===== src/rtl/mem_pkg.sv =====
// Shared encodings, FSM state type and width helpers for the memory access sequencer.
package mem_pkg;

  localparam logic [2:0] MW_BYTE  = 3'b000;
  localparam logic [2:0] MW_HALF  = 3'b001;
  localparam logic [2:0] MW_WORD  = 3'b011;
  localparam logic [2:0] MW_DWORD = 3'b111;

  typedef enum logic [2:0] {
    StIdle,
    StB0Req,
    StB0Wait,
    StB1Req,
    StB1Wait,
    StResp
  } mas_state_t;

  // Illegal width codes fall through to dword.
  function automatic logic [7:0] width_bytemask(input logic [2:0] width);
    unique case (width)
      MW_BYTE: width_bytemask = 8'h01;
      MW_HALF: width_bytemask = 8'h03;
      MW_WORD: width_bytemask = 8'h0F;
      default: width_bytemask = 8'hFF;
    endcase
  endfunction

  function automatic logic [3:0] width_nbytes(input logic [2:0] width);
    unique case (width)
      MW_BYTE: width_nbytes = 4'd1;
      MW_HALF: width_nbytes = 4'd2;
      MW_WORD: width_nbytes = 4'd4;
      default: width_nbytes = 4'd8;
    endcase
  endfunction

endpackage


===== src/rtl/mem_load_extend.sv =====
// Truncates merged load data to the access width and sign- or zero-extends it.
module mem_load_extend
  import mem_pkg::*;
#(
  parameter int unsigned N = 64
) (
  input  logic [2:0]   i_width,
  input  logic         i_signed,
  input  logic [N-1:0] i_data,
  output logic [N-1:0] o_data
);

  always_comb begin
    o_data = i_data;
    unique case (i_width)
      MW_BYTE: o_data = {{(N-8){i_signed & i_data[7]}}, i_data[7:0]};
      MW_HALF: o_data = {{(N-16){i_signed & i_data[15]}}, i_data[15:0]};
      MW_WORD: o_data = {{(N-32){i_signed & i_data[31]}}, i_data[31:0]};
      default: o_data = i_data;
    endcase
  end

endmodule


===== src/rtl/mem_access_sequencer.sv =====
// Turns MEM-stage loads/stores into aligned 64-bit memory beats and returns one response each.
// Build option MEM_MISALIGN_SPLIT_EN: split doubleword-crossing accesses into two beats.
module mem_access_sequencer
  import mem_pkg::*;
#(
  parameter int unsigned N = 64
) (
  input  logic         clk,
  input  logic         rst_n,
  input  logic         i_req_valid,
  output logic         o_req_ready,
  input  logic         i_req_write,
  input  logic         i_req_signed,
  input  logic [2:0]   i_req_width,
  input  logic [N-1:0] i_req_addr,
  input  logic [N-1:0] i_req_wdata,
  output logic         o_dm_valid,
  input  logic         i_dm_ready,
  output logic         o_dm_we,
  output logic [N-1:0] o_dm_addr,
  output logic [7:0]   o_dm_be,
  output logic [N-1:0] o_dm_wdata,
  input  logic         i_dm_rvalid,
  input  logic [N-1:0] i_dm_rdata,
  output logic         o_rsp_valid,
  input  logic         i_rsp_ready,
  output logic [N-1:0] o_rsp_data,
  output logic         o_rsp_err
);

  mas_state_t r_state, w_state_next;

  logic         r_write;
  logic         r_signed;
  logic [2:0]   r_width;
  logic [N-1:0] r_addr;
  logic [N-1:0] r_wdata;
  logic [N-1:0] r_rdata;
  logic         r_err;
`ifdef MEM_MISALIGN_SPLIT_EN
  logic         r_cross;
`endif

  logic [2:0]     w_req_off;
  logic [2:0]     w_off;
  logic           w_req_cross;
  logic           w_accept;
  logic           w_req_ready;
  logic           w_dm_valid;
  logic           w_rsp_valid;
  logic           w_beat1;
  logic [15:0]    w_be_wide;
  logic [2*N-1:0] w_wdata_wide;
  logic [N-1:0]   w_base;
  logic [N-1:0]   w_ext;

  assign w_req_off   = i_req_addr[2:0];
  assign w_req_cross = ({1'b0, w_req_off} + width_nbytes(i_req_width)) > 4'd8;
  assign w_accept    = i_req_valid && (r_state == StIdle);

  // Low half of each wide shift is beat 0, high half is the spill into beat 1.
  assign w_off        = r_addr[2:0];
  assign w_base       = {r_addr[N-1:3], 3'b000};
  assign w_be_wide    = {8'h00, width_bytemask(r_width)} << w_off;
  assign w_wdata_wide = {{N{1'b0}}, r_wdata} << {w_off, 3'b000};
  assign w_beat1      = (r_state == StB1Req);

  always_ff @(posedge clk or negedge rst_n) begin
    if (!rst_n) begin
      r_state  <= StIdle;
      r_write  <= 1'b0;
      r_signed <= 1'b0;
      r_width  <= MW_BYTE;
      r_addr   <= '0;
      r_wdata  <= '0;
      r_rdata  <= '0;
      r_err    <= 1'b0;
`ifdef MEM_MISALIGN_SPLIT_EN
      r_cross  <= 1'b0;
`endif
    end else begin
      r_state <= w_state_next;
      if (w_accept) begin
        r_write  <= i_req_write;
        r_signed <= i_req_signed;
        r_width  <= i_req_width;
        r_addr   <= i_req_addr;
        r_wdata  <= i_req_wdata;
        r_rdata  <= '0;
`ifdef MEM_MISALIGN_SPLIT_EN
        r_cross  <= w_req_cross;
        r_err    <= 1'b0;
`else
        r_err    <= w_req_cross;
`endif
      end
      if ((r_state == StB0Wait) && i_dm_rvalid) begin
        r_rdata <= i_dm_rdata >> {w_off, 3'b000};
      end
`ifdef MEM_MISALIGN_SPLIT_EN
      if ((r_state == StB1Wait) && i_dm_rvalid) begin
        r_rdata <= r_rdata | (i_dm_rdata << {4'd8 - {1'b0, w_off}, 3'b000});
      end
`endif
    end
  end

  always_comb begin
    w_state_next = r_state;
    w_req_ready  = 1'b0;
    w_dm_valid   = 1'b0;
    w_rsp_valid  = 1'b0;
    unique case (r_state)
      StIdle: begin
        w_req_ready = 1'b1;
        if (i_req_valid) begin
`ifdef MEM_MISALIGN_SPLIT_EN
          w_state_next = StB0Req;
`else
          w_state_next = w_req_cross ? StResp : StB0Req;
`endif
        end
      end
      StB0Req: begin
        w_dm_valid = 1'b1;
        if (i_dm_ready) begin
`ifdef MEM_MISALIGN_SPLIT_EN
          if (!r_write)     w_state_next = StB0Wait;
          else if (r_cross) w_state_next = StB1Req;
          else              w_state_next = StResp;
`else
          w_state_next = r_write ? StResp : StB0Wait;
`endif
        end
      end
      StB0Wait: begin
        if (i_dm_rvalid) begin
`ifdef MEM_MISALIGN_SPLIT_EN
          w_state_next = r_cross ? StB1Req : StResp;
`else
          w_state_next = StResp;
`endif
        end
      end
`ifdef MEM_MISALIGN_SPLIT_EN
      StB1Req: begin
        w_dm_valid = 1'b1;
        if (i_dm_ready) w_state_next = r_write ? StResp : StB1Wait;
      end
      StB1Wait: begin
        if (i_dm_rvalid) w_state_next = StResp;
      end
`endif
      StResp: begin
        w_rsp_valid = 1'b1;
        if (i_rsp_ready) w_state_next = StIdle;
      end
      default: w_state_next = StIdle;
    endcase
  end

  mem_load_extend #(
    .N(N)
  ) u_load_extend (
    .i_width  (r_width),
    .i_signed (r_signed),
    .i_data   (r_rdata),
    .o_data   (w_ext)
  );

  assign o_req_ready = w_req_ready;
  assign o_dm_valid  = w_dm_valid;
  assign o_dm_we     = w_dm_valid & r_write;
  assign o_dm_addr   = !w_dm_valid ? '0 : (w_beat1 ? w_base + N'(8) : w_base);
  assign o_dm_be     = !w_dm_valid ? '0 : (w_beat1 ? w_be_wide[15:8] : w_be_wide[7:0]);
  assign o_dm_wdata  = !(w_dm_valid && r_write) ? '0 :
                       (w_beat1 ? w_wdata_wide[2*N-1:N] : w_wdata_wide[N-1:0]);
  assign o_rsp_valid = w_rsp_valid;
  assign o_rsp_data  = (w_rsp_valid && !r_write && !r_err) ? w_ext : '0;
  assign o_rsp_err   = w_rsp_valid & r_err;

endmodule

===== config.mk =====
export PLATFORM = sky130hd
export DESIGN_NAME = mem_access_sequencer
export DESIGN_NICKNAME = d
export VERILOG_FILES = /design/src/rtl/mem_pkg.sv /design/src/rtl/mem_load_extend.sv /design/src/rtl/mem_access_sequencer.sv
export SDC_FILE = /design/constraint.sdc
export NUM_CORES = 1
export LEC_CHECK = 0
export CORE_ASPECT_RATIO = 1.25
export CORE_UTILIZATION = 40
export DETAILED_ROUTE_END_ITERATION = 10
export PLACE_DENSITY = 0.7
export SLEW_MARGIN = 20
export SYNTH_ARGS = -nofsm -noshare
export SYNTH_HDL_FRONTEND = slang
export SYNTH_SLANG_ARGS = --single-unit

===== constraint.sdc =====
create_clock -name clk -period 1.98 [get_ports clk]
set_input_delay 0.198 -clock clk [delete_from_list [all_inputs] [get_ports clk]]
set_output_delay 0.198 -clock clk [all_outputs]
set_load 0.02 [all_outputs]

Word level (Yosys, flattened, before mapping)
Index checks and enable logic that the tools add are counted.

Flip-flop bits (word level): 201. Logic and storage cells: 65.

$add $sub $neg: 2. Magnitude comparators: 1. Equal/unequal tests: 12. Shifts and indexed selects: 3. Muxes and demuxes: 22. Bitwise logic cells: 5. Reductions and logical operators: 12.

Operators with widths (count): $mux W64 (7); $pmux W64 S3 (1); $shl A64 B6 Y128 (1); $add A64 B4 Y64 const B (1); $shr A64 B6 Y64 (1); $pmux W8 S3 (1); $mux W3 (6); $mux W8 (2); $shl A8 B3 Y16 (1); $eq A3 B2 Y1 const B (4); $pmux W3 S4 (1); $pmux W4 S3 (1); $eq A3 B1 Y1 const B (3); $logic_not A3 Y1 (3); $ne A2 B2 Y1 const B (4); $and A1 B1 Y1 (5); $logic_and A1 B1 Y1 (5); $add A3 B4 Y4 (1); $gt A4 B4 Y1 const B (1); $reduce_and A4 Y1 (1); $eq A3 B3 Y1 const B (1); $mux W1 (3); $logic_not A1 Y1 (2); $reduce_bool A2 Y1 (1).

Logic depth before layout (Yosys ltp)
Word-level depth: 7. Depth in mapped cells: 8. Mapped depth without buffers: 7.

Hierarchy
From an unflattened synthesis, not the netlist that was laid out.

Cell total of the unflattened synthesis: 1567. Area total of the unflattened synthesis: 13638.1 µm².

By module, submodules not included: mem_access_sequencer (instances 1, cells an instance 1474, area an instance 12979.9 µm², seq. area each 5029.8 µm²); mem_load_extend (instances 1, cells an instance 93, area an instance 658.1 µm², seq. area each 0.0 µm²).

Worst setup path after synthesis
Ideal clock, no wire load.

Path kind: register to output. From: register r_addr[1]. To: output port o_dm_wdata[54]. Data arrival time: 1.915 ns. Required time: 1.782 ns. Slack: -0.133 ns. Stages on the path, launching flop included: 8. Cell sequence: dfrtp_1 buf_2 nor2b_1 clkbuf_1 clkbuf_1 nand3_1 o311a_1 a211oi_1.

Word-level cells in the longest chain between the ends: 3.

RTL lines: start: declaration (line mem_access_sequencer.sv:36) `logic [N-1:0] r_addr;`; start signal: assignment (line mem_access_sequencer.sv:87) `r_addr <= i_req_addr;`; $shl A64 B6 Y128 (line mem_access_sequencer.sv:65) `assign w_wdata_wide = {{N{1'b0}}, r_wdata} << {w_off, 3'b000};`; $mux W64 (line mem_access_sequencer.sv:177) `(w_beat1 ? w_wdata_wide[2*N-1:N] : w_wdata_wide[N-1:0]);`; $mux W64 (line mem_access_sequencer.sv:176) `assign o_dm_wdata = !(w_dm_valid && r_write) ? '0 :`; end: declaration (line mem_access_sequencer.sv:22) `output logic [N-1:0] o_dm_wdata,`.

Every way passes these cells.

Worst setup path in the final report
From: register r_state[2]. To: output port o_rsp_data[35].

Word-level cells in the longest chain between the ends: 5.

RTL lines: start: declaration (line mem_access_sequencer.sv:31) `mas_state_t r_state, w_state_next;`; start signal: assignment (line mem_access_sequencer.sv:70) `r_state <= StIdle;`; start signal: assignment (line mem_access_sequencer.sv:82) `r_state <= w_state_next;`; $eq A3 B3 Y1 (line mem_access_sequencer.sv:113) `unique case (r_state)`; $mux W1 (line mem_access_sequencer.sv:113); $logic_and A1 B1 Y1 (2 in series) (line mem_access_sequencer.sv:179) `assign o_rsp_data = (w_rsp_valid && !r_write && !r_err) ? w_ext : '0;`; $mux W64 (line mem_access_sequencer.sv:179); end: declaration (line mem_access_sequencer.sv:27) `output logic [N-1:0] o_rsp_data,`.

Every way passes these cells.

==> results_dict.tcl <==
set metrics [dict create \
    status "finished, violations left" \
    violations "negative setup slack" \
    grt_pass1_vias 14400 \
    drive_gt1_share_pct 30.8 \
    synthCells 1594 \
    r2r_start "r_addr[0]" \
    swShare_pct 44.6 \
    root_buffer "clkbuf_16" \
    relSlewSlack_pct 50.9 \
    synthTopCellsByArea "dfrtp_1 40%, nand2_1 16%, mux2i_1 9.5%, and2_1 3.1%, nand3_1 2.8%" \
    critPathCaptureType "output port" \
    coreArea_um2 31100 \
    powerDensity_nw_per_um2 1550 \
    viasPerCell 5.56 \
    worst_skew_pair.late_latency_ns 0.55 \
    vias 14400 \
    hpwl_um 38700 \
    pwr-share-comb_pct 61.8 \
    wirelength_um 55800 \
    rsz0062_at_grt "yes" \
    place.gp.congestion 0.944 \
    slew_viol_final 0 \
    fin_crit_sh_pct 132 \
    fp.dieArea_um2 32500 \
    drt-initial-drc-count 1259 \
    start_kind "flop" \
    rrSetupSlack_ns -0.29 \
    cts_made_buffers 24 \
    yosysTopAreaCellShare_pct 39.6 \
    pwr-share-clk_pct 15.0 \
    yosys_warnings 0 \
    ys_types 58 \
    peakVddDrop_v 0.000987 \
    r2r_end "r_rdata[2]" \
    fin_crit_ns 2.61 \
    power.internal_mw 17.9 \
    first_pass_iters 6 \
    start_util_pct 40.8 \
    globalRouteTotalUtil_pct 32.9 \
    critical_path_peak_fanout 7 \
    h-tree-depth 1 \
    rows 72 \
    hp-class "input pin to async pin" \
    ys_async_sr_fraction_pct 100 \
    yosys.area.top_type "dfrtp_1" \
    die_x_um 161 \
    syn_avg_cell_area_um2 7.96 \
    clock_sinks 201 \
    worstSetupStartpoint "r_state[2]" \
    grt_max_degree 78 \
    tightest_slew_ns 0.729 \
    route.detailed.drc 0 \
    antenna_found_initial 3 \
    syn-cell-area_um2 12700 \
    worst_slack_ns -0.629 \
    synth_edf_count 0 \
    portBuffers 404 \
    required_ns 1.78 \
    tritoncts "built" \
    clock_skew_ns 0.0128 \
    maxCapViolations 0 \
    reg2regPathDepth 6 \
    p_leak_nw 9.80 \
    seq_power_share_pct 23.3 \
    wl_per_cell_um 21.5 \
    instances_no_fill 2596 \
    ios 408 \
    die_h_um 201 \
    fmax_mhz 383 \
    switching_power_mw 14.4 \
    grt_pass1_wl_um 82800 \
    nNetsFinal 2376 \
    ys_ff_latch 201 \
    path_clk_slew_ns 0.06 \
    cp.arrival_ns 2.41 \
    seq_area_frac_synth_pct 39.6 \
    drtAntennaViolNets 0 \
    finalSetupViolations 232 \
    fin_hold_ws_ns 0.101 \
    place_inst 2493 \
    endpoint "o_rsp_data[35]" \
    areaGrowthSynthToFinish_pct 64.2 \
    overflow 0 \
    max-clock-path-buffers 3 \
    fillers 2563 \
    synth_top_flop_cell "dfrtp_1" \
    critPathKind "flop to output port" \
    hold_violations 0 \
]
[layer usage]
metal  track usage, %  vias to the layer above  part of all wire, %
met5                0                        -                    0
met4             17.2                        0                  5.9
met3             5.94                      184                  7.3
met2             57.0                      725                   50
met1             38.4                     6972                   37
li1                 -                     6559                    -
[power by group through the flow]
stage	sequential, mW	clock [mW]	combinational (mW)
2_1_floorplan	6.80	0	9.74
3_3_place_gp	7.37	0	17.0
3_5_place_dp	7.41	0	17.1
4_1_cts	7.37	4.90	18.1
5_1_grt	7.67	5.05	21.3
6_report	7.53	4.84	20.0
[critical path, stage by stage, from the launching register on]
cell      delay [ns]
dfrtp_1         0.41
buf_6           0.15
nand3b_1        0.12
or3_4           0.37
a31oi_4         0.17
buf_6           0.14
buf_12          0.12
buf_6           0.11
o21a_1          0.13
buf_6           0.12
[registers in the layout (all words and copies together), names as in the netlist]
register	flops
r_addr	64
r_rdata	64
r_wdata	64
r_width	3
r_err	1
r_write	1
r_signed	1
r_state	3
[worst min path at each step]
stage,from,end
5_1_grt,rst_n,r_addr[42]
3_5_place_dp,rst_n,r_addr[41]
6_report,rst_n,r_addr[30]
2_1_floorplan,rst_n,r_addr[0]
4_1_cts,rst_n,r_addr[30]
3_3_place_gp,rst_n,r_addr[41]
[layout by cell type, fill, tap and decap left out, types with 9 or more instances in the layout]
master           Yosys  routed
nand2_1            532     529
buf_4               12     281
clkdlybuf4s50_1      0     204
dfrtp_1            201     197
mux2i_1            120     113
buf_6                2     112
nor2_1              95      73
nand3_1             72      68
and2_1              63      60
o21ai_0             49      37
o21a_1              35      35
a21oi_1             64      29
buf_12               0      28
clkbuf_16            0      27
a22oi_1             25      25
clkbuf_2             0      25
o211ai_1            24      24
a22o_1              24      24
a21oi_2              0      21
mux2_2              16      16
a211oi_2             0      15
a21oi_4              0      14
nor2_2               0      13
o21ai_1              0      10
inv_1               11       9
and3_4               0       9
nor2_4               0       9
clkbuf_8             0       9
[final cells by class]
class                           instances  area [µm²]  area share [%]
Antenna cell                            3        7.51          0.0360
Clock buffer                           35         722            3.46
Clock inverter                          9         155           0.744
Inverter                               11        41.3           0.198
Multi-Input combinational cell       1253        7900            37.9
Sequential cell                       201        5040            24.2
Tap cell                              407         509            2.44
Timing Repair Buffer                  677        6460            31.0
[synth_stat cells, drive strengths merged (7+ instances only)]
library cell,instances
a21oi,64
a211oi,18
nor3,17
inv,11
o211ai,24
mux4,8
and3,13
a22oi,25
clkbuf,75
a32o,8
mux2,16
o21ai,49
nand2,533
nor2,95
nor2b,11
mux2i,120
and2,63
nand3,72
dfrtp,201
o21a,35
a22o,24
o311a,7
buf,56
[metrics by stage]
| stage | setup TNS, ns | total power [mW] | utilization [%] | cell area [µm²] | setup WS, ns |
|---|---|---|---|---|---|
| after floorplan | -0.375 | 16.5 | - | 12800 | -0.110 |
| after global placement | -53.72 | 24.3 | 60.1 | 18700 | -0.609 |
| after detailed placement | -56.81 | 24.5 | 60.1 | 18700 | -0.608 |
| after CTS | -95.63 | 30.4 | 65.1 | 20200 | -0.608 |
| after global routing | -120.63 | 34.0 | 67.0 | 20800 | -0.714 |
| final | -101.57 | 32.3 | 67.1 | 20800 | -0.629 |
[logic make-up (layout without fill, tap and decap cells)]
family / Yosys count / count (layout) / share of synthesized area (%)
DFF: 201 / 201 / 39.6
AOI/OAI and AO/OA: 272 / 272 / 14.5
and+or+nand+nor: 827 / 827 / 27.8
buffers and inverters: 142 / 732 / 5.01
adders and majority gates: 5 / 5 / 0.552
muxes: 144 / 144 / 12.3
xor gates and xnor gates: 2 / 2 / 0.138
other: 1 / 6 / 0.0295
[repair_timing]
item / in CTS / in global routing
buffers inserted: 28 / 22
resized for setup: 797 / 357
endpoints found under the setup margin: 232 / 290
hold buffers: 1 / 0
gates cloned: 6 / 6
pin swaps: 23 / 24
hold endpoints to repair: 201 / 0
(Power assumes the default switching activity.)
